## src/rtl/pwm_ramp.sv

```systemverilog
// rtl/pwm_ramp.sv - duty-cycle ramp generator producing hi/lo set-points for a downstream PWM counter
module pwm_ramp #(
    parameter int CNT_WIDTH = 8,
    parameter int DIV_WIDTH = 16
) (
    input  logic                 clk,
    input  logic                 srst_n,
    input  logic                 en,
    input  logic [CNT_WIDTH-1:0] period,
    input  logic                 cmd_valid,
    output logic                 cmd_ready,
    input  logic [CNT_WIDTH-1:0] cmd_target,
    input  logic [CNT_WIDTH-1:0] cmd_step,
    input  logic [DIV_WIDTH-1:0] cmd_interval,
    output logic [CNT_WIDTH-1:0] hi,
    output logic [CNT_WIDTH-1:0] lo,
    output logic                 busy,
    output logic                 done
);

    typedef enum logic [1:0] {S_IDLE, S_WAIT, S_STEP} state_t;

    state_t               state_q, state_d;
    logic [CNT_WIDTH-1:0] duty_q, duty_d;
    logic [CNT_WIDTH-1:0] tgt_q, tgt_d;
    logic [CNT_WIDTH-1:0] step_q, step_d;
    logic [DIV_WIDTH-1:0] ivl_q, ivl_d;
    logic [DIV_WIDTH-1:0] div_q, div_d;
    logic [CNT_WIDTH-1:0] hi_q, hi_d;
    logic [CNT_WIDTH-1:0] lo_q, lo_d;
    logic                 busy_q, busy_d;
    logic                 done_q, done_d;
    logic                 ready_q, ready_d;

    // Duty and target are pulled down to the live period every cycle so duty never exceeds it.
    logic [CNT_WIDTH-1:0] duty_c, tgt_c, cmd_tgt_eff, step_val, up_val, dn_val;
    logic [CNT_WIDTH:0]   sum_w, diff_w;
    logic                 accept, accept_hit, step_fire, step_hit;

    always_comb begin
        duty_c      = (duty_q > period) ? period : duty_q;
        tgt_c       = (tgt_q > period) ? period : tgt_q;
        cmd_tgt_eff = (cmd_target > period) ? period : cmd_target;
        accept      = cmd_valid && ready_q;
        accept_hit  = accept && (cmd_tgt_eff == duty_c);
        sum_w       = {1'b0, duty_c} + {1'b0, step_q};
        diff_w      = {1'b0, duty_c} - {1'b0, step_q};
        up_val      = (sum_w > {1'b0, tgt_c}) ? tgt_c : sum_w[CNT_WIDTH-1:0];
        dn_val      = (diff_w[CNT_WIDTH] || (diff_w[CNT_WIDTH-1:0] < tgt_c)) ? tgt_c
                                                                              : diff_w[CNT_WIDTH-1:0];
        if (duty_c < tgt_c)      step_val = up_val;
        else if (duty_c > tgt_c) step_val = dn_val;
        else                     step_val = duty_c;
        step_fire = (state_q == S_STEP) && en;
        step_hit  = step_fire && (step_val == tgt_c);
    end

    always_ff @(posedge clk) begin
        if (!srst_n) begin
            state_q <= S_IDLE;
            duty_q  <= '0;
            tgt_q   <= '0;
            step_q  <= '0;
            ivl_q   <= '0;
            div_q   <= '0;
            hi_q    <= '0;
            lo_q    <= '0;
            busy_q  <= 1'b0;
            done_q  <= 1'b0;
            ready_q <= 1'b0;
        end else begin
            state_q <= state_d;
            duty_q  <= duty_d;
            tgt_q   <= tgt_d;
            step_q  <= step_d;
            ivl_q   <= ivl_d;
            div_q   <= div_d;
            hi_q    <= hi_d;
            lo_q    <= lo_d;
            busy_q  <= busy_d;
            done_q  <= done_d;
            ready_q <= ready_d;
        end
    end

    always_comb begin
        state_d = state_q;
        case (state_q)
            S_IDLE: if (accept) state_d = accept_hit ? S_IDLE : S_WAIT;
            S_WAIT: begin
                if (accept)                       state_d = accept_hit ? S_IDLE : S_WAIT;
                else if (en && (div_q == '0))     state_d = S_STEP;
            end
            S_STEP: if (en) state_d = step_hit ? S_IDLE : S_WAIT;
            default: state_d = S_IDLE;
        endcase
    end

    // A command in WAIT restarts the divider but leaves duty where it is.
    always_comb begin
        duty_d = step_fire ? step_val : duty_c;
        tgt_d  = accept ? cmd_tgt_eff : tgt_c;
        step_d = accept ? ((cmd_step == '0) ? CNT_WIDTH'(1) : cmd_step) : step_q;
        ivl_d  = accept ? cmd_interval : ivl_q;
        div_d  = div_q;
        if (accept)
            div_d = cmd_interval;
        else if ((state_q == S_WAIT) && en && (div_q != '0))
            div_d = div_q - DIV_WIDTH'(1);
        else if (step_fire)
            div_d = ivl_q;
    end

    always_comb begin
        hi_d    = period - duty_d;
        lo_d    = period;
        busy_d  = (state_d != S_IDLE);
        ready_d = (state_d != S_STEP);
        done_d  = accept_hit || step_hit;
    end

    assign cmd_ready = ready_q;
    assign hi        = hi_q;
    assign lo        = lo_q;
    assign busy      = busy_q;
    assign done      = done_q;

endmodule

```

## config.mk

```make
export PLATFORM = sky130hd
export DESIGN_NAME = pwm_ramp
export DESIGN_NICKNAME = d
export VERILOG_FILES = /design/src/rtl/pwm_ramp.sv
export SDC_FILE = /design/constraint.sdc
export NUM_CORES = 1
export LEC_CHECK = 0
export BUFFER_PORTS_ARGS = -buffer_cell sky130_fd_sc_hd__buf_4
export CAP_MARGIN = 20
export CORE_MARGIN = 8
export CORE_UTILIZATION = 35
export CTS_BUF_LIST = sky130_fd_sc_hd__clkbuf_16
export DETAILED_ROUTE_END_ITERATION = 7
export PLACE_DENSITY = 0.57
export SYNTH_ARGS = -nofsm -noshare
export SYNTH_HDL_FRONTEND = slang
export SYNTH_SLANG_ARGS = --single-unit
```

## constraint.sdc

```tcl
create_clock -name clk -period 14.1 [get_ports clk]
set_clock_uncertainty 0.1 [all_clocks]
set_input_delay 0.705 -clock clk [delete_from_list [all_inputs] [get_ports clk]]
set_output_delay 0.705 -clock clk [all_outputs]
set_load 0.02 [all_outputs]
```

==> impl_metrics.yaml <==
outcome:
  status: "finished clean"
routing:
  wire_per_inst_um: 18.8
  vias: 6709
  vias_per_cell: 5.79
  drc_errors: 0
  dr.first_iter.drc_count: 742
  routed_wl_um: 21800
  ant_nets: 0
  drt_pass1_iterations: 6
sta:
  slew_headroom_pct: 28.3
  finalCriticalPeriod_ns: 8.27
  period_share_pct: 58.6
  finalSetupTns_ns: 0
  fmax_mhz: 121
  worst-slew-pin-transition_ns: 1.07
  rsz0062_at_grt: "no"
  hold_viol_final: 0
  setup_violations: 0
  slew_violations: 0
  timing.hold.ws_ns: 0.354
finish:
  area.growth.synth_to_final_pct: 14.7
  regArea_um2: 1540
  antenna-diode-count: 0
  finalNetCount: 1039
  drive_gt1_share_pct: 11.5
  fill_cells: 1924
  multi_input_area_um2: 4670
die:
  ios: 63
  die_w_um: 153
  rows: 50
  die_y_um: 153
  initial_core_util_pct: 35.5
  die-area_um2: 23500
  core_area_um2: 18600
yosys:
  yosysTopAreaCellShare_pct: 23.4
  synth-seq-area-share_pct: 23.4
  yosysWarnings: 0
  ys_ff_latch: 77
  synth_edf_count: 0
  syn-num-nets: 996
  synth_area_um2: 6600
  avgSynthCellArea_um2: 7.52
  yosysUniqueCellTypes: 78
  ys_async_sr_fraction_pct: 0
  yosysTopAreaCell: "dfxtp_1"
  synth_cells: 877
  synth_area_leaders: "dfxtp_1 23%, ha_1 14%, a21oi_1 7.4%"
  synth-main-ff-cell: "dfxtp_1"
grt:
  grt_pass1_wl_um: 34900
  grt_max_degree: 57
  grt-ovfl-total: 0
  first_global_vias: 6352
  grt_antenna_before_repair: 0
  grt_util_all_layers_pct: 18.4
setup_path:
  critPathKind: "in2reg"
  crit_top_cell: "a21oi_1"
  critPathMaxFanout: 15
  crit_path_max_incr_delay_ns: 0.63
  worstPathArrival_ns: 8.37
  startpoint_type: "input port"
  end_kind: "flip-flop"
  cp.required_ns: 14.20
  slowest_stage: "a21oi_1"
placement:
  place_congestion: 0.963
  numPortBuffers: 62
  dp_hpwl_um: 16600
pwr:
  clkPwrFrac_pct: 28.6
  power_density_nw_per_um2: 120
  sw_frac_of_total_pct: 40.6
  vdd_ir_drop_max_uv: 64.0
  p_comb_share_pct: 44.3
  p_leak_nw: 3.11
  total_power_w: 0.000907
  pwr-share-seq_pct: 27.1
  internal_power_w: 0.000539
  switching_power_w: 0.000368
cts:
  cts_hold_buf: 0
  cts.sinks: 77
  clkLatencyLatePin_ns: 0.36
  cts.path.max_buffers: 2
  post_cts_buffers: 0
  clockRootBuffer: "clkbuf_16"
  cts-buffers-inserted: 9
  cts_resized: 0
  htreeDepth: 3
  cts_tree: "built"
  clk_pin_slew_ns: 0.07
flow_run:
  cap_viol_max_count: 0
hold_path:
  hp-class: "reg2reg"
==> path summary, 6_finish.rpt <==
check	from	endpoint	slack, ns	cells after the start
min reg2reg	ivl_q[10]$_SDFFE_PN0P_	ivl_q[10]$_SDFFE_PN0P_	0.35	2
min	ivl_q[10]$_SDFFE_PN0P_	ivl_q[10]$_SDFFE_PN0P_	0.35	2
max reg2reg	duty_q[2]$_SDFF_PN0_	hi[7]$_SDFF_PN0_	6.03	33
max	period[3]	hi[7]$_SDFF_PN0_	5.83	35
==> stage by stage <==
stage	instances	util, %	setup WS, ns	area [µm²]
floorplan	877	-	6.79	6600
global placement	1143	39.0	5.69	7240
detailed placement	1143	39.0	5.54	7240
CTS	1159	40.7	5.91	7560
global route	1159	40.7	5.21	7560
finish	1159	40.7	5.83	7560
==> cell usage after synthesis, types with 16 or more instances <==
library cell	count
o211ai_1	27
clkbuf_1	26
xnor2_1	22
nand2_1	106
nand3_1	16
a211oi_1	16
inv_1	51
o21ai_1	28
dfxtp_1	77
o21ai_0	27
a21oi_1	97
nor2_1	73
ha_1	72
==> sequential cells by signal, summed over array words and instances, names as in the netlist <==
register	cells
lo	8
busy	1
done	1
step_q	8
state_q	2
duty_q	8
cmd_ready	1
tgt_q	8
hi	8
div_q	16
ivl_q	16
==> power by group through the flow <==
stage	Combinational, W	Sequential, W	Clock [W]
after CTS	0.000395	0.000246	0.000263
after global placement	0.000396	0.000250	0
final	0.000402	0.000246	0.000259
after floorplan	0.000278	0.000252	0
after global routing	0.000443	0.000248	0.000272
after detailed placement	0.000393	0.000250	0
==> worst max-delay path: cells and delay by family <==
kind / cells / cell delay [ns]
compound gates: 17 / 3.48
xor+xnor: 3 / 0.66
fa+ha+maj: 4 / 1.33
buf+inv: 3 / 0.61
simple gates: 8 / 1.59
==> placed cells by master (no fill, tap or decap), types with 12 or more instances in the layout <==
cell type	count
a211oi_1	16
a21oi_1	97
a31oi_1	13
buf_4	72
dfxtp_1	77
ha_1	72
inv_1	50
nand2_1	106
nand3_1	16
nor2_1	73
nor2b_1	12
nor3_1	15
o211ai_1	27
o21ai_0	27
o21ai_1	28
xnor2_1	22
xor2_1	13
==> per-layer routing <==
layer	routed length (µm)	GRT usage [%]
met1	9900	24.3
met2	9630	28.5
met3	1460	3.47
met4	805	8.48
met5	0	0
==> kinds of logic after synthesis <==
group	after synthesis	share of synthesized area, %
flip-flops	77	23.4
multiplexers	6	0.911
buffers and inverters	92	5.78
AO/OA/AOI/OAI	296	29.0
XOR/XNOR	35	4.65
adder cells (fa/ha/maj)	75	14.6
AND/OR/NAND/NOR	296	21.7
==> area by class of cell <==
class                      count  area share [%]
clock inverter                 7            1.26
sequential                    77            20.4
tap                          234            3.87
multi-input combinational    708            61.8
inverter                      52            2.58
clock buffer                   9            2.98
timing repair buffer          72            7.15
Power figures use the tool's default switching activity.
